`config.mk`:
```
export PLATFORM = sky130hd
export DESIGN_NAME = food_placer
export DESIGN_NICKNAME = d
export VERILOG_FILES = /design/src/rtl/food_placer_pkg.sv /design/src/rtl/food_placer_lfsr16.sv /design/src/rtl/food_placer.sv
export SDC_FILE = /design/constraint.sdc
export NUM_CORES = 1
export LEC_CHECK = 0
export ABC_CLOCK_PERIOD_IN_PS = 2900
export BUFFER_PORTS_ARGS = -buffer_cell sky130_fd_sc_hd__buf_2
export CAP_MARGIN = 20
export CORE_ASPECT_RATIO = 1.4
export CORE_UTILIZATION = 40
export DETAILED_ROUTE_END_ITERATION = 16
export PLACE_DENSITY = 0.63
export SETUP_SLACK_MARGIN = 0.15
export SLEW_MARGIN = 20
export SYNTH_ARGS = -nofsm -noshare
export SYNTH_HDL_FRONTEND = slang
export SYNTH_HIERARCHICAL = 1
export SYNTH_SLANG_ARGS = --single-unit
```
`constraint.sdc`:
```
create_clock -name clk -period 2.9 [get_ports clk]
set_input_delay 0.29 -clock clk [delete_from_list [all_inputs] [get_ports clk]]
set_output_delay 0.29 -clock clk [all_outputs]
set_load 0.005 [all_outputs]
```
`src/rtl/food_placer_pkg.sv`:
```
// -----------------------------------------------------------------------------
// food_placer_pkg
//   Shared constants for the snake-game food placer. These are the playfield
//   limits, the wall outline, the reset food position and LFSR settings. The
//   package also holds the placement FSM state encoding and the LFSR step
//   function.
// -----------------------------------------------------------------------------
package food_placer_pkg;

  localparam int unsigned FP_COORD_W   = 8;
  localparam int unsigned FP_N_FOOD    = 2;

  // Legal food cells (inclusive)
  localparam logic [7:0]  FP_X_MIN     = 8'h11;
  localparam logic [7:0]  FP_X_MAX     = 8'h89;
  localparam logic [7:0]  FP_Y_MIN     = 8'h0B;
  localparam logic [7:0]  FP_Y_MAX     = 8'h6D;

  // Wall is drawn strictly outside these limits
  localparam logic [7:0]  FP_WALL_XL   = 8'h10;
  localparam logic [7:0]  FP_WALL_XH   = 8'h90;
  localparam logic [7:0]  FP_WALL_YL   = 8'h0A;
  localparam logic [7:0]  FP_WALL_YH   = 8'h6E;

  localparam logic [7:0]  FP_INIT_X    = 8'h50;
  localparam logic [7:0]  FP_INIT_Y    = 8'h47;

  localparam logic [15:0] FP_LFSR_SEED = 16'hACE1;
  localparam logic [15:0] FP_LFSR_TAPS = 16'hB400;
  localparam int unsigned FP_MAX_TRIES = 8;

  typedef enum logic [1:0] {
    ST_IDLE    = 2'd0,
    ST_PROPOSE = 2'd1,
    ST_CHECK   = 2'd2,
    ST_COMMIT  = 2'd3
  } fsm_state_e;

  // One step of the right-shifting Galois LFSR
  function automatic logic [15:0] lfsr_step(input logic [15:0] s);
    return (s >> 1) ^ (s[0] ? FP_LFSR_TAPS : 16'h0000);
  endfunction

endpackage

```
`src/rtl/food_placer_lfsr16.sv`:
```
// -----------------------------------------------------------------------------
// food_placer_lfsr16
//   Free-running 16-bit Galois LFSR that serves as the random cell source.
//   Ports:
//     clk     in   clock
//     rst     in   asynchronous active-low reset (loads SEED)
//     en      in   advance one step per cycle when high
//     lfsr_o  out  current LFSR state
// -----------------------------------------------------------------------------
module food_placer_lfsr16
  import food_placer_pkg::*;
#(
  parameter logic [15:0] SEED = FP_LFSR_SEED
) (
  input  logic        clk,
  input  logic        rst,
  input  logic        en,
  output logic [15:0] lfsr_o
);

  logic [15:0] lfsr_q;
  logic [15:0] lfsr_d;

  assign lfsr_d = en ? lfsr_step(lfsr_q) : lfsr_q;

  always_ff @(posedge clk or negedge rst) begin
    if (!rst) begin
      lfsr_q <= SEED;
    end else begin
      lfsr_q <= lfsr_d;
    end
  end

  assign lfsr_o = lfsr_q;

endmodule

```
`src/rtl/food_placer.sv`:
```
// -----------------------------------------------------------------------------
// food_placer
//   Keeps N_FOOD food slots inside the playfield. When a food is eaten, the
//   placer puts new food at an LFSR-random cell. Cells that hold the snake
//   (found through the chk_* handshake) or other food are rejected. The block
//   also registers the food and wall pixel flags for the VGA drawing path.
//   Ports:
//     clk, rst            clock; asynchronous active-low reset
//     c_pixel, r_pixel    current pixel column/row
//     gen_food[N_FOOD]    per-slot "eaten, replace" pulse
//     game_over           freeze: abort the search and blank the food
//     chk_req/chk_X/chk_Y occupancy query (held stable until acknowledged)
//     chk_ack/chk_hit     query answer; chk_hit is valid with chk_ack
//     food_X/food_Y       packed slot coordinates, slot i at [i*COORD_W +: COORD_W]
//     food_valid          slot holds a placed food
//     food_prnt           registered: current pixel is a valid food
//     bound_prnt          registered: current pixel is wall
//     busy                placement in progress
//     gen_fail            1-cycle pulse: slot left empty after MAX_TRIES rejections
// -----------------------------------------------------------------------------
module food_placer
  import food_placer_pkg::*;
#(
  parameter int unsigned        COORD_W   = FP_COORD_W,
  parameter int unsigned        N_FOOD    = FP_N_FOOD,
  parameter logic [COORD_W-1:0] X_MIN     = COORD_W'(FP_X_MIN),
  parameter logic [COORD_W-1:0] X_MAX     = COORD_W'(FP_X_MAX),
  parameter logic [COORD_W-1:0] Y_MIN     = COORD_W'(FP_Y_MIN),
  parameter logic [COORD_W-1:0] Y_MAX     = COORD_W'(FP_Y_MAX),
  parameter logic [COORD_W-1:0] WALL_XL   = COORD_W'(FP_WALL_XL),
  parameter logic [COORD_W-1:0] WALL_XH   = COORD_W'(FP_WALL_XH),
  parameter logic [COORD_W-1:0] WALL_YL   = COORD_W'(FP_WALL_YL),
  parameter logic [COORD_W-1:0] WALL_YH   = COORD_W'(FP_WALL_YH),
  parameter logic [COORD_W-1:0] INIT_X    = COORD_W'(FP_INIT_X),
  parameter logic [COORD_W-1:0] INIT_Y    = COORD_W'(FP_INIT_Y),
  parameter logic [15:0]        LFSR_SEED = FP_LFSR_SEED,
  parameter int unsigned        MAX_TRIES = FP_MAX_TRIES
) (
  input  logic                        clk,
  input  logic                        rst,
  input  logic [COORD_W-1:0]          c_pixel,
  input  logic [COORD_W-1:0]          r_pixel,
  input  logic [N_FOOD-1:0]           gen_food,
  input  logic                        game_over,
  output logic                        chk_req,
  output logic [COORD_W-1:0]          chk_X,
  output logic [COORD_W-1:0]          chk_Y,
  input  logic                        chk_ack,
  input  logic                        chk_hit,
  output logic [N_FOOD*COORD_W-1:0]   food_X,
  output logic [N_FOOD*COORD_W-1:0]   food_Y,
  output logic [N_FOOD-1:0]           food_valid,
  output logic                        food_prnt,
  output logic                        bound_prnt,
  output logic                        busy,
  output logic                        gen_fail
);

  localparam int unsigned      IDX_W     = (N_FOOD > 1) ? $clog2(N_FOOD) : 1;
  localparam int unsigned      TRY_W     = $clog2(MAX_TRIES + 1);
  localparam logic [TRY_W-1:0] TRY_LIMIT = TRY_W'(MAX_TRIES);

  fsm_state_e          state_q;
  logic [IDX_W-1:0]    cur_idx_q;
  logic [TRY_W-1:0]    tries_q;
  logic [COORD_W-1:0]  cand_x_q, cand_y_q;
  logic                gen_fail_q;
  logic [COORD_W-1:0]  slot_x_q [N_FOOD];
  logic [COORD_W-1:0]  slot_y_q [N_FOOD];
  logic [N_FOOD-1:0]   valid_q, valid_d;
  logic [N_FOOD-1:0]   pending_q, pending_d;
  logic                food_prnt_q, bound_prnt_q;

  logic [15:0]         lfsr_val;
  logic [COORD_W-1:0]  cand_x, cand_y;
  logic                cand_in_field;
  logic [N_FOOD-1:0]   coll_vec, pix_vec;
  logic [IDX_W-1:0]    pick_idx;
  logic                pick_go, abort, commit_go;
  logic [N_FOOD-1:0]   pick_onehot, cur_onehot;
  logic [TRY_W-1:0]    tries_inc;
  logic                tries_out;

  food_placer_lfsr16 #(.SEED(LFSR_SEED)) u_lfsr (
    .clk    (clk),
    .rst    (rst),
    .en     (1'b1),
    .lfsr_o (lfsr_val)
  );

  assign cand_x = COORD_W'(lfsr_val[7:0]);
  assign cand_y = COORD_W'(lfsr_val[15:8]);
  assign cand_in_field = (cand_x >= X_MIN) && (cand_x <= X_MAX) &&
                         (cand_y >= Y_MIN) && (cand_y <= Y_MAX);

  // Per-slot compares: candidate collision (the slot being placed is excluded),
  // pixel match, and output packing.
  generate
    for (genvar gi = 0; gi < N_FOOD; gi++) begin : g_slot
      assign coll_vec[gi] = valid_q[gi] && (cur_idx_q != IDX_W'(gi)) &&
                            (slot_x_q[gi] == cand_x) && (slot_y_q[gi] == cand_y);
      assign pix_vec[gi]  = valid_q[gi] && (c_pixel == slot_x_q[gi]) &&
                            (r_pixel == slot_y_q[gi]);
      assign food_X[gi*COORD_W +: COORD_W] = slot_x_q[gi];
      assign food_Y[gi*COORD_W +: COORD_W] = slot_y_q[gi];
    end
  endgenerate

  // Lowest pending slot wins
  always_comb begin
    pick_idx = '0;
    for (int i = N_FOOD - 1; i >= 0; i--) begin
      if (pending_q[i]) pick_idx = IDX_W'(i);
    end
  end

  assign pick_go     = (state_q == ST_IDLE) && !game_over && (pending_q != '0);
  assign abort       = (state_q != ST_IDLE) && game_over;
  assign commit_go   = (state_q == ST_COMMIT) && !game_over;
  assign pick_onehot = N_FOOD'(1) << pick_idx;
  assign cur_onehot  = N_FOOD'(1) << cur_idx_q;

  // Saturating try counter; a placement ends once it reaches the limit
  assign tries_inc = (tries_q == TRY_LIMIT) ? tries_q : tries_q + TRY_W'(1);
  assign tries_out = (tries_inc == TRY_LIMIT);

  // gen_food is applied last, so an eat request beats a same-cycle pick
  // (pending) and a same-cycle commit (valid).
  always_comb begin
    pending_d = pending_q;
    if (pick_go) pending_d = pending_d & ~pick_onehot;
    if (abort)   pending_d = pending_d | cur_onehot;
    pending_d = pending_d | gen_food;

    valid_d = valid_q;
    if (commit_go) valid_d = valid_d | cur_onehot;
    valid_d = valid_d & ~gen_food;
  end

  always_ff @(posedge clk or negedge rst) begin
    if (!rst) begin
      valid_q   <= N_FOOD'(1);
      pending_q <= ~N_FOOD'(1);
    end else begin
      valid_q   <= valid_d;
      pending_q <= pending_d;
    end
  end

  // Placement FSM
  always_ff @(posedge clk or negedge rst) begin
    if (!rst) begin
      state_q    <= ST_IDLE;
      cur_idx_q  <= '0;
      tries_q    <= '0;
      cand_x_q   <= '0;
      cand_y_q   <= '0;
      gen_fail_q <= 1'b0;
      for (int i = 0; i < N_FOOD; i++) begin
        slot_x_q[i] <= (i == 0) ? INIT_X : '0;
        slot_y_q[i] <= (i == 0) ? INIT_Y : '0;
      end
    end else begin
      gen_fail_q <= 1'b0;
      if (abort) begin
        state_q <= ST_IDLE;
      end else begin
        case (state_q)
          ST_IDLE: begin
            if (pick_go) begin
              cur_idx_q <= pick_idx;
              tries_q   <= '0;
              state_q   <= ST_PROPOSE;
            end
          end
          ST_PROPOSE: begin
            cand_x_q <= cand_x;
            cand_y_q <= cand_y;
            // Out-of-field candidates are skipped for free; a clash with
            // another food costs a try.
            if (cand_in_field) begin
              if (coll_vec != '0) begin
                tries_q <= tries_inc;
                if (tries_out) begin
                  gen_fail_q <= 1'b1;
                  state_q    <= ST_IDLE;
                end
              end else begin
                state_q <= ST_CHECK;
              end
            end
          end
          ST_CHECK: begin
            if (chk_ack) begin
              if (chk_hit) begin
                tries_q <= tries_inc;
                if (tries_out) begin
                  gen_fail_q <= 1'b1;
                  state_q    <= ST_IDLE;
                end else begin
                  state_q <= ST_PROPOSE;
                end
              end else begin
                state_q <= ST_COMMIT;
              end
            end
          end
          ST_COMMIT: begin
            slot_x_q[cur_idx_q] <= cand_x_q;
            slot_y_q[cur_idx_q] <= cand_y_q;
            state_q             <= ST_IDLE;
          end
          default: state_q <= ST_IDLE;
        endcase
      end
    end
  end

  // Pixel flags, one cycle behind c_pixel/r_pixel
  always_ff @(posedge clk or negedge rst) begin
    if (!rst) begin
      food_prnt_q  <= 1'b0;
      bound_prnt_q <= 1'b0;
    end else begin
      food_prnt_q  <= !game_over && (pix_vec != '0);
      bound_prnt_q <= (c_pixel < WALL_XL) || (c_pixel > WALL_XH) ||
                      (r_pixel < WALL_YL) || (r_pixel > WALL_YH);
    end
  end

  assign chk_req    = (state_q == ST_CHECK);
  assign chk_X      = cand_x_q;
  assign chk_Y      = cand_y_q;
  assign food_valid = valid_q;
  assign food_prnt  = food_prnt_q;
  assign bound_prnt = bound_prnt_q;
  assign busy       = (state_q != ST_IDLE);
  assign gen_fail   = gen_fail_q;

endmodule

```
==> impl_metrics.tcl <==
set metrics [dict create \
    hp-start "gen_food[0]" \
    max_freq_ghz 0.436 \
    track_usage_pct 21.1 \
    wl_mm 10.7 \
    synth_warnings 6 \
    rsz0062_at_grt "false" \
    yosys_register_bits 78 \
    grt_pass1_wl_mm 16.6 \
    synth_top_family_by_area "multiplexers" \
    antenna_left 0 \
    yosysTopAreaCellShare_pct 37.1 \
    maxCapViolCount 0 \
    max_stage_delay_ns 0.46 \
    skew_ns 0.00400 \
    grt_pass1_vias 3087 \
    postCtsSetupRepairBufs 0 \
    slew_violations 0 \
    grt_max_degree 79 \
    critPathSlowestCell "dfrtp_1" \
    ys_types 51 \
    synth-main-ff-cell "dfrtp_1" \
    critical_path.startpoint "tries_q[0]" \
    cp_max_fo 8 \
    die_h_microns 123 \
    antenna_cells 0 \
    fin_crit_sh_pct 79.1 \
    start_kind "flop" \
    synth_area_sq_um 4180 \
    synth_compound_area_share_pct 7.25 \
    required_ns 3.12 \
    r2r_start "tries_q[0]" \
    pwr_density_cell_nw_per_um2 1240 \
    finalSetupViolCount 0 \
    wl_per_cell_microns 18.4 \
    cp-end-kind "flop" \
    core_region_area_sq_um 10000 \
    clock_latency_ns 0.33 \
    critPathKind "reg -> reg" \
    final_cell_mix "buf_2 (76), xnor2_1 (64), dfrtp_1 (62)" \
    cts_tree "done" \
    yosysTopAreaCell "dfrtp_1" \
    seq_area_frac_synth_pct 47.2 \
    total_power_mw 6.24 \
    vias 3092 \
    clockRootBuffer "clkbuf_16" \
    peakVddDrop_v 0.000468 \
    cts_buffer_depth 2 \
    port_buffers 77 \
    worst_slack_ns 0.605 \
    tns_ns 0 \
    status "complete, no violations" \
    cts-hold-fix-buffers 0 \
    place.gp.congestion 0.938 \
    fin_util_pct 50.4 \
    hold_path_class "in -> reg" \
    cts_buffers 9 \
    min_period_ns 2.29 \
    synth_fa_ha_area_share_pct 2.10 \
    hold_viol 0 \
    synth_area_leaders "dfrtp_1 (37%), mux2_2 (15%), xnor2_1 (13%)" \
    p_leak_nw 2.07 \
    cts.sinks 78 \
    worst_pin_slew_ns 0.971 \
    worstPathArrival_ns 2.51 \
    dp_hpwl_mm 7.87 \
    pre_cts_ws_ns 0.624 \
    path_cells "inv_1 -> ha_1 -> nand2_1 -> a211oi_1 -> a2111oi_2 -> nor2_1 -> mux2_4 -> o32a_1" \
    layout.nets 470 \
    io_pins 78 \
    drc 0 \
    synth-xor-area-share_pct 14.3 \
    globalRouteOverflowTotal 0 \
    vias_per_cell 5.33 \
    drive_above_1_share_pct 39.8 \
    drt_iter0_drc 182 \
    synth_mux_area_share_pct 17.4 \
    dp_cells 564 \
    max-slew-margin-rel_pct 35.3 \
    placed_area_sq_um 4700 \
    num_rows 43 \
    antenna_found_initial 0 \
    synth-async-reset-ratio_pct 100 \
    htreeDepth 3 \
    syn_inst 356 \
    finalNonFillerCells 580 \
    dieArea_sq_um 10900 \
    final_common_cell "buf_2" \
    drtPass1Iterations 4 \
    yosys.area_share.simple_pct 9.71 \
    synth_area_per_cell_sq_um 11.7 \
    synth_edf_count 0 \
    holdWs_ns 0.0975 \
    ctsResizeCount 0 \
    clk_pin_slew_ns 0.06 \
    syn_nets 386 \
    die_x_microns 88.4 \
    fin_area_sq_um 5040 \
    start_util_pct 41.7 \
    area_growth_pct 20.6 \
]
## kinds of logic after synthesis
group,count (synthesis)
and+or+nand+nor,79
DFF,78
xor gates and xnor gates,68
muxes,63
AOI/OAI and AO/OA,45
buffers and inverters,15
adders and majority gates,7
other,1
## power breakdown
group          switching [mW]  internal, mW
Clock                   0.421         0.823
Sequential              0.830          1.69
Combinational            1.07          1.41
## cells in the mapped netlist, drive strengths merged (2+ instances only)
library cell  number
a2111oi            2
a21oi             13
a31oi              3
buf                5
clkbuf             2
dfrtp             62
dfstp             16
ha                 7
inv                8
mux2              62
nand2             12
nand2b             3
nand3             14
nand4             12
nor2              20
nor3               5
nor4               6
o211ai             2
o21ai             10
o22ai              2
xnor2             64
xor2               4
## area by class of cell
class | instances | area, sq um
clock buffer | 13 | 270
clock inverter | 3 | 65.1
fill | 945 | 4970
inverter | 8 | 30.0
multi-input combinational | 263 | 2120
sequential | 78 | 1970
tap | 135 | 169
timing repair buffer | 80 | 410
## worst max-delay path: cells and delay by family, from the launching register on
kind | cells | cell delay, ns
adders and majority gates | 1 | 0.22
and+or+nand+nor | 2 | 0.25
muxes | 1 | 0.28
DFF | 1 | 0.46
AOI/OAI and AO/OA | 3 | 0.87
buffers and inverters | 1 | 0.10
## per-layer routing
metal | up-vias | wire length (microns) | global-route usage, %
met1 | 1520 | 4450 | 26.0
li1 | 1448 | - | -
met5 | - | 0 | 0
met2 | 98 | 5440 | 35.3
met3 | 26 | 474 | 4.01
met4 | 0 | 308 | 9.58
## registers in the layout (all words and copies together) (netlist names)
name / cells
food_valid: 2
food_X: 16
tries_q: 4
food_Y: 16
bound_prnt: 1
chk_Y: 8
cur_idx_q: 1
food_prnt: 1
gen_fail: 1
u_lfsr/lfsr_o: 16
chk_X: 8
state_q: 2
pending_q: 2
## final timing paths
path / endpoint / slack [ns] / cells past startpoint
min in group asynchronous: food_valid[1] / 0.11 / 1
worst min register to register: cur_idx_q / 0.52 / 1
worst max-delay path: state_q[1] / 0.61 / 8
worst min-delay path: food_valid[0] / 0.1 / 2
max in group asynchronous: food_Y[15] / 2.16 / 1
worst max register to register: state_q[1] / 0.61 / 8
Power figures use the tool's default switching activity.
